**config.mk**
```make
export PLATFORM = sky130hd
export DESIGN_NAME = sipo_frame_rx
export DESIGN_NICKNAME = d
export VERILOG_FILES = /design/src/rtl/sipo_frame_rx_pkg.sv /design/src/rtl/sipo_frame_rx.sv
export SDC_FILE = /design/constraint.sdc
export NUM_CORES = 1
export LEC_CHECK = 0
export ABC_AREA = 1
export CELL_PAD_IN_SITES_DETAIL_PLACEMENT = 0
export CELL_PAD_IN_SITES_GLOBAL_PLACEMENT = 1
export CORE_UTILIZATION = 36
export DETAILED_ROUTE_END_ITERATION = 12
export GPL_TIMING_DRIVEN = 0
export PLACE_DENSITY = 0.85
export SYNTH_ARGS = -nofsm -noshare
export SYNTH_HDL_FRONTEND = slang
export SYNTH_SLANG_ARGS = --single-unit
```
**constraint.sdc**
```tcl
create_clock -name clk -period 1.22 [get_ports clk]
set_input_delay 0.244 -clock clk [delete_from_list [all_inputs] [get_ports clk]]
set_output_delay 0.244 -clock clk [all_outputs]
set_load 0.02 [all_outputs]
```
**src/rtl/sipo_frame_rx_pkg.sv**
```systemverilog
// Shared definitions for the serial frame receiver and the shift-register transmitters.
// Holds the FSM state encoding and the line levels of the frame format.
package sipo_frame_rx_pkg;

  typedef enum logic [1:0] {
    IDLE  = 2'd0,
    DATA  = 2'd1,
    STOP  = 2'd2,
    BREAK = 2'd3
  } rxState_t;

  localparam logic START_BIT  = 1'b0;
  localparam logic STOP_BIT   = 1'b1;
  localparam logic IDLE_LEVEL = 1'b1;

endpackage

```
**src/rtl/sipo_frame_rx.sv**
```systemverilog
// Serial-in/parallel-out frame receiver: start bit, WIDTH data bits, stop bit,
// delivered through a registered valid/ready holding register.
module sipo_frame_rx
  import sipo_frame_rx_pkg::*;
#(
  parameter int WIDTH     = 8,
  parameter bit LSB_FIRST = 1'b1
) (
  input  logic             clk,
  input  logic             rstn,
  input  logic             en,
  input  logic             sin,
  output logic [WIDTH-1:0] dout,
  output logic             dvalid,
  input  logic             dready,
  output logic             ferr,
  output logic             overrun,
  output logic             busy
);

  localparam int CW = (WIDTH > 2) ? $clog2(WIDTH) : 1;

  rxState_t         state;
  rxState_t         nextState;
  logic [WIDTH-1:0] sreg;
  logic [WIDTH-1:0] shifted;
  logic [CW-1:0]    cnt;
  logic             lastBit;

  assign lastBit = (cnt == CW'(WIDTH - 1));

  always_comb begin
    if (LSB_FIRST) shifted = {sin, sreg[WIDTH-1:1]};
    else           shifted = {sreg[WIDTH-2:0], sin};
  end

  always_comb begin
    nextState = state;
    if (en) begin
      case (state)
        IDLE:    if (sin == START_BIT) nextState = DATA;
        DATA:    if (lastBit) nextState = STOP;
        STOP:    nextState = (sin == STOP_BIT) ? IDLE : BREAK;
        BREAK:   if (sin == IDLE_LEVEL) nextState = IDLE;
        default: nextState = IDLE;
      endcase
    end
  end

  // busy is registered from the next state so it tracks the current state exactly
  always_ff @(posedge clk or negedge rstn) begin
    if (!rstn) begin
      state   <= IDLE;
      sreg    <= '0;
      cnt     <= '0;
      dout    <= '0;
      dvalid  <= 1'b0;
      ferr    <= 1'b0;
      overrun <= 1'b0;
      busy    <= 1'b0;
    end else begin
      state   <= nextState;
      busy    <= (nextState != IDLE);
      ferr    <= 1'b0;
      overrun <= 1'b0;
      if (dvalid && dready) dvalid <= 1'b0;
      if (en) begin
        case (state)
          IDLE: if (sin == START_BIT) cnt <= '0;
          DATA: begin
            sreg <= shifted;
            if (!lastBit) cnt <= cnt + 1'b1;
          end
          STOP: begin
            if (sin == STOP_BIT) begin
              if (!dvalid || dready) begin
                dout   <= sreg;
                dvalid <= 1'b1;
              end else begin
                overrun <= 1'b1;
              end
            end else begin
              ferr <= 1'b1;
              sreg <= '0;
            end
          end
          default: ;
        endcase
      end
    end
  end

endmodule

```
==> Word-level counts from Yosys, hierarchy flattened <==
Cells that the tools add are included.
{ "totals": {"in_bits": 5, "wordCells": 49, "ff_bits": 25} }
{ "op_classes": {"n_reduce_logical": 10, "addsub": 1, "eq_ne": 7, "n_mux": 23} }
{ "op_table": {"columns": ["operator", "n"], "rows": [
  ["$pmux 8 s2", 1],
  ["$mux 1", 12],
  ["$mux 2", 5],
  ["$mux 8", 1],
  ["$pmux 2 s4", 1],
  ["$reduce_and 4->1", 2],
  ["$mux 3", 2],
  ["$ne 2x2->1 const B", 3],
  ["$pmux 3 s2", 1],
  ["$reduce_bool 2->1", 3],
  ["$eq 2x2->1 const B", 2],
  ["$add 3x1->3 const B", 1],
  ["$eq 3x3->1 const B", 1],
  ["$reduce_and 3->1", 1],
  ["$eq 2x1->1 const B", 1],
  ["$logic_not 2->1", 1],
  ["$logic_and 1x1->1", 1],
  ["$logic_not 1->1", 1],
  ["$logic_or 1x1->1", 1]
]} }

==> Logic depth before layout (Yosys ltp) <==
Gate-level depths: netlist of the first run.
{ "logic_depth": {"word_depth": 6, "ltp_mapped": 7} }

==> Worst setup path after synthesis of the first run <==
OpenSTA, ideal clock, no wires.
{ "synth_timing": {"path_kind": "reg-to-reg", "start": "register cnt[0]", "end": "register cnt[0]", "setup_slack_ps": -110, "arrival_time_ps": 1213, "path_stages_with_launch": 7, "setup_time_ps": 117, "path_buffers": 0, "path_cell_list": "dfrtp_1 -> ha_1 -> ha_1 -> a21oi_1 -> nand2_1 -> nand2_1 -> nand2_1"} }
{ "synth_between": {"elab_chain_cells": 3, "elab_cells_between_ends": 6, "classes_between": "add/sub: 1; eq/ne: 2; mux: 2; reduce/logical: 1"} }
{ "synth_lines": {"columns": ["item", "line_no", "source"], "rows": [
  ["from (decl)", "sipo_frame_rx.sv:27", "logic [CW-1:0] cnt;"],
  ["from (signal assigned)", "sipo_frame_rx.sv:72", "if (!lastBit) cnt <= cnt + 1'b1;"],
  ["$add 3x1->3 or $eq 3x3->1 (tied branches)", "sipo_frame_rx.sv:72, sipo_frame_rx.sv:30", null],
  ["$mux 3 or $ne 2x2->1 (tied branches)", null, null],
  ["$pmux 3 s2 or $reduce_and 4->1 (tied branches)", null, null]
]} }
Parallel ways exist; a longest one is shown, timed or not. The select of a mux whose other input is x is not followed.
A chain may end at the register's enable or synchronous reset.

==> Final worst setup path of the first run <==
{ "layout_timing": {"start": "register cnt[0]", "end": "register cnt[1]"} }
The elaborated chain is that of the path after synthesis.

==> results of run 1 <==
cell usage in the layout, fill, tap and decap left out, types with 2 or more instances in the layout:
master           instances
nor2_1                   5
nand2_4                  4
nand3_2                  2
dfrtp_1                 24
clkbuf_4                 3
buf_2                   12
nand3_1                 12
clkdlybuf4s50_1          2
inv_1                    7
nand2_1                 46
a21oi_4                  2
buf_4                    4
inv_2                    3
buf_6                    2
nand4_1                  8
stage by stage:
stage	total power [mW]	cells	instance area [µm²]
6_report	1.74	194	1440
3_3_place_gp	1.33	185	1370
3_5_place_dp	1.36	185	1370
5_1_grt	1.86	194	1440
2_1_floorplan	1.24	125	1160
4_1_cts	1.74	190	1400
area by class of cell:
class,instances,area [µm²]
multi-input cells,86,500
well taps,44,55.1
repair buffers,21,158
clock buffers,4,26.3
inverters,11,43.8
plain buffers,3,27.5
fillers,309,1590
flip-flops and latches,25,627
cells by family (layout without fill, tap and decap cells):
kind of cell               Yosys count  after routing
and+or+nand+nor                     82             82
DFF                                 25             25
adders and majority gates            2              2
AOI/OAI and AO/OA                    2              2
buffers and inverters               14             39
metal layers:
metal,part of all wire [%],wire [µm],GRT usage (%),vias to the layer above
met1,43,950,16.6,439
met4,0.59,13,5.10,0
li1,-,-,-,453
met2,52,1150,27.4,17
met3,3.8,83,2.64,2
met5,0,0,0,-
repair_timing:
action                                  4_1_cts  5_1_grt
setup buffers                                 1        4
pin swaps                                     0        1
endpoints found under the setup margin       40       24
hold buffers                                  0        0
gates resized for setup                      47       10
registers in the layout (all words and copies together), names as in the netlist:
register,count
overrun,1
dvalid,1
cnt,3
ferr,1
sreg,8
busy,1
dout,8
state,2
critical path: cells and delay by family (launching register included):
| family | cells | cell delay, ns |
|---|---|---|
| adder cells (fa/ha/maj) | 2 | 0.37 |
| AO/OA/AOI/OAI | 1 | 0.16 |
| flip-flops | 1 | 0.41 |
| AND/OR/NAND/NOR | 3 | 0.21 |
worst max-delay path by stage:
| stage | start | endpoint | slack [ns] |
|---|---|---|---|
| final | cnt[0] | cnt[1] | -0.04 |
| after global routing | cnt[0] | cnt[1] | -0.10 |
| after CTS | cnt[0] | cnt[2] | -0.03 |
| after detailed placement | rstn | cnt[2] | -0.39 |
| after global placement | rstn | cnt[1] | -0.35 |
| after floorplan | cnt[0] | cnt[0] | 0.02 |
where the power goes:
group          switching, mW  internal (mW)  total (mW)
clock network          0.229          0.127       0.356
logic                  0.192          0.153       0.345
registers             0.0955          0.940        1.04
total                  0.516           1.22        1.74
==> results by group, run 1 <==
Logic synthesis
  – Synth Flop Type: dfrtp_1
  – Post-synth top cells: 47 x nand2_1, 25 x dfrtp_1, 13 x nand3_1, 8 x nand4_1, 7 x inv_1
  – Syn Nets: 132
  – XOR/XNOR Fraction of Synth Area: 0%
  – Main combinational cell family by area after synthesis: simple AND/OR/NAND/NOR gates
  – Yosys warns: 0
  – Adder-cell area share of the yosys netlist: 2.18%
  – Mux contribution to synthesized area: 0%
  – EDFF count, synth: 0
  – Asr flop ratio synth: 100%
  – Leading post-synthesis cells by cell area: dfrtp_1 54%, nand2_1 15%, nand3_1 5.7%, nand4_1 4.4%, nand2_4 2.9%
  – Most frequent cell after synthesis: nand2_1
  – Syn Area/Cell: 9.19 µm²
  – Share of the synthesized area in the top cell type: 54.5%
  – Leading area contributor after synthesis: dfrtp_1
  – Register area share after synthesis: 54.5%
  – Compound-cell area share of the yosys netlist: 1.85%
  – Post-synthesis cell count: 125
  – Post-synthesis cell type count: 18
  – Yosys reg bits: 25
  – Syn Std Cell Area: 0.00115 mm²
  – Synth Area in Simple Gates: 35.5%

Placed design
  – GP Congestion: 0.838
  – PortBufs: 16
  – HPWL after DPL: 1.57 mm
  – Pre-CTS WS: -0.389 ns

STA
  – Hold slack: 0.226 ns
  – Setup slack after layout: -0.0381 ns
  – Fmax: 795 MHz
  – Final hold viol count: 0
  – Slew Viols, Final: 0
  – RSZ-0062 raised after global routing: true
  – Final cycle utilization of the critical path: 103%
  – Clock Skew: 0.00541 ns
  – Worst slew pin tran: 1.07 ns
  – Setup_tns: -0.0984 ns
  – Setup violators final: 3
  – Relative slew slack: 28.9%
  – Clock period minus final worst setup slack: 1.26 ns

Route
  – DRT Wirelength: 2.20 mm
  – Routed Antenna Nets: 0
  – Vias per inst: 4.70
  – Routed len/inst: 11.3 µm
  – Vias: 911
  – Drt first-iter violations: 46
  – Drt pass-1 iters: 4
  – Residual DRC: 0

Run status
  – Status: finished with violations
  – Failing checks: setup timing

Floorplanning
  – DIE WIDTH: 58.5 µm
  – Initial Utilization: 37.9%
  – FP Rows: 20
  – Die height: 58.5 µm
  – I/O pin count: 17
  – Core Box Area: 0.00303 mm²
  – Die area: 0.00342 mm²

GRT
  – Grt total ovfl: 0
  – All-Layer GR Usage: 14.6%
  – Initial antenna violation count: 0
  – Vias in the first global route: 920
  – Global-route wire length before repair: 3.84 mm
  – Largest net degree at the start of global routing: 26

Worst setup path
  – R2r setup slk: -0.04 ns
  – Worst Reg-to-Reg Cells: 6
  – Crit-path max FO: 4
  – RR Endpoint: cnt[1]
  – CP Class: reg2reg
  – Worst EP arrival: 1.47 ns
  – CP dominant cell by count: nand2_1
  – Worst-path cell chain: ha_2 > ha_4 > a21oi_4 > nand2_2 > nand2_1 > nand2_1
  – CP Capture Type: flop
  – Worst endpoint required time: 1.43 ns
  – Critical Path Max Stage Delay: 0.41 ns
  – CP Launch Type: flop
  – Slowest stage cell, crit path: dfrtp_1
  – FF-to-FF Start: cnt[0]

Power
  – Pwr dens: 1210 mW/mm²
  – VDD IR max: 604 µV
  – Leak: 0.794 nW

Clocking
  – Clk root buf: clkbuf_4
  – CTS Sinks: 25
  – Clk_lat worst skew: 0.31 ns
  – H-tree depth: 1
  – CTS Buf Count: 3
  – CTS tree: built
  – Worst-path clk slew: 0.13 ns
  – Clock tree buffer depth: 2

Cells and area
  – N_diodes: 0
  – Layout area overhead: 25.2%
  – Layout cells sized above 1: 28.7%
  – Core Util, Final: 47.5%
  – Net count, final: 158

Worst hold path
  – Worst Hold Class: in2async

Flow run
  – Max cap viols: 0
No activity file was read; power rests on OpenSTA's default activity.
==> run 2, diff against run 1 <==
- ABC_CLOCK_PERIOD_IN_PS: default -> 1220
- CORE_UTILIZATION: 36 -> 35
- PLACE_DENSITY: 0.85 -> 0.83
==> results by group, run 2 (same netlist as run 1, synthesis figures left out) <==
Run status
  – Status: finished with violations
  – Failing checks: setup timing

Floorplanning
  – FP Rows: 20
  – DIE WIDTH: 59.3 µm
  – Core Box Area: 0.00308 mm²
  – Initial Utilization: 37.3%
  – I/O pin count: 17
  – Die area: 0.00351 mm²
  – Die height: 59.3 µm

Power
  – P_int: 1.19 mW
  – Gate power share: 17.3%
  – Pwr dens: 1240 mW/mm²
  – VDD IR max: 1010 µV
  – P_sw: 0.527 mW
  – Clock power frac: 22.6%
  – Sw Ratio: 30.6%
  – Leak: 0.765 nW
  – Seq pwr share: 60.2%

Placed design
  – Placed insts: 185
  – GP Congestion: 0.839
  – HPWL after DPL: 1.44 mm
  – PortBufs: 16

Cells and area
  – Multi-input combinational cell area: 493 µm²
  – Fillers: 320
  – Layout cells sized above 1: 27.9%
  – N_diodes: 0
  – Top Registers: dout (8), sreg (8), cnt (3)
  – Layout area overhead: 21.0%
  – Net count, final: 155
  – Most common cell after layout, fill and taps aside: nand2_1
  – Finished Layout Cells: 191
  – Commonest cells after routing, fill and taps aside: 46 x nand2_1, 24 x dfrtp_1, 13 x buf_2, 13 x nand3_1, 8 x nand4_1
  – Register area: 627 µm²

Flow run
  – Max cap viols: 0

STA
  – Relative slew slack: 28.8%
  – Setup slack after layout: -0.0186 ns
  – Setup violators final: 3
  – Clock Skew: 0.00148 ns
  – Fmax: 807 MHz
  – Setup_tns: -0.0512 ns
  – RSZ-0062 raised after global routing: true
  – Final hold viol count: 0
  – Hold slack: 0.206 ns
  – Slew Viols, Final: 0
  – Clock period minus final worst setup slack: 1.24 ns
  – Final cycle utilization of the critical path: 102%
  – Worst slew pin tran: 1.07 ns

Route
  – Residual DRC: 0
  – Vias per inst: 4.61
  – Routed len/inst: 10.5 µm
  – Drt pass-1 iters: 4
  – Vias: 881
  – Drt first-iter violations: 11
  – DRT Wirelength: 2.01 mm
  – Routed Antenna Nets: 0

Worst setup path
  – CP Capture Type: flop
  – CP Class: reg2reg
  – Worst endpoint required time: 1.45 ns
  – CP Launch Type: flop
  – Crit-path max FO: 4
  – Worst EP arrival: 1.47 ns

Clocking
  – CTS tree: built
  – Clock tree buffer depth: 2
  – CTS Buf Count: 3
  – Clk_lat worst skew: 0.33 ns
  – Worst-path clk slew: 0.14 ns
  – CTS Sinks: 25
  – Clk root buf: clkbuf_4
  – H-tree depth: 1

GRT
  – Grt total ovfl: 0
  – Global-route wire length before repair: 3.27 mm
  – Vias in the first global route: 773
  – All-Layer GR Usage: 12.6%
  – Largest net degree at the start of global routing: 26
  – Initial antenna violation count: 0

Worst hold path
  – Worst Hold Class: in2async
-- run 2: changes by cell type in the layout (fill, tap and decap cells not counted), sizes merged --
cell / delta
clkdlybuf4s15: -1
clkbuf: -1
clkinvlp: +1
buf: -2
-- run 2: worst paths after layout --
path / start / to / slack (ns) / depth (start not counted)
hold reg to reg: dout[4] / dout[4] / 0.48 / 2
hold / removal: rstn / dout[7] / 0.21 / 1
max in group asynchronous: rstn / state[0] / 0.31 / 1
min in group clk: sin / cnt[1] / 0.35 / 4
setup reg to reg: cnt[0] / cnt[2] / -0.02 / 6
setup / recovery: cnt[0] / cnt[2] / -0.02 / 6
-- run 2: what timing repair did --
action / in CTS / in global routing
hold buffers: 0 / 0
resized for setup: 51 / 5
setup endpoints to repair: 24 / 22
buffers inserted: 1 / 1
pin swaps: 2 / 2
-- run 2: metrics by stage --
stage	setup WS, ns	util (%)	instance area (µm²)	power (mW)
CTS	-0.0487	44.7	1380	1.74
global placement	-0.360	44.6	1370	1.33
floorplan	0.0185	-	1160	1.24
finish	-0.0186	45.2	1390	1.72
detailed placement	-0.387	44.6	1370	1.34
global route	-0.0936	45.2	1390	1.82
-- run 2: power groups by stage --
stage	registers, mW	logic (mW)	clock network, mW
floorplan	1.04	0.201	0
global placement	1.04	0.285	0
detailed placement	1.05	0.296	0
CTS	1.03	0.297	0.406
global route	1.05	0.345	0.427
finish	1.03	0.297	0.388
-- run 2: area by class of cell --
cell class                      instances  area share, %
Clock buffer                            3           1.62
Timing Repair Buffer                   18           8.37
Clock inverter                          1          0.540
Buffer                                  3           1.98
Sequential cell                        25           45.1
Tap cell                               44           3.96
Multi-Input combinational cell         86           35.5
Inverter                               11           2.97
-- run 2: per-layer routing --
metal  vias up  part of all wire, %  GRT usage, %
met5         -                    0             0
met4         0                  2.1          5.10
met3         6                  6.2          4.15
met2        27                   46          20.7
met1       403                   46          15.2
li1        445                    -             -
-- run 2: worst max-delay path, cell delays in order (launching register included) --
cell and delay, ns:
dfrtp_1 0.43, ha_2 0.20, ha_4 0.17, a21oi_4 0.16, nand2_2 0.08, nand2_1 0.06
nand2_1 0.05
==> run 3, diff against run 2 <==
- MAX_ROUTING_LAYER: default -> met4
==> results of run 3 <==
The final DEF is identical to that of run 2; final timing and power are the same.
Among the figures that moved: final weighted congestion in routability-driven placement 0.839 -> 0.852; overall routing resource usage 12.6% -> 13.0%
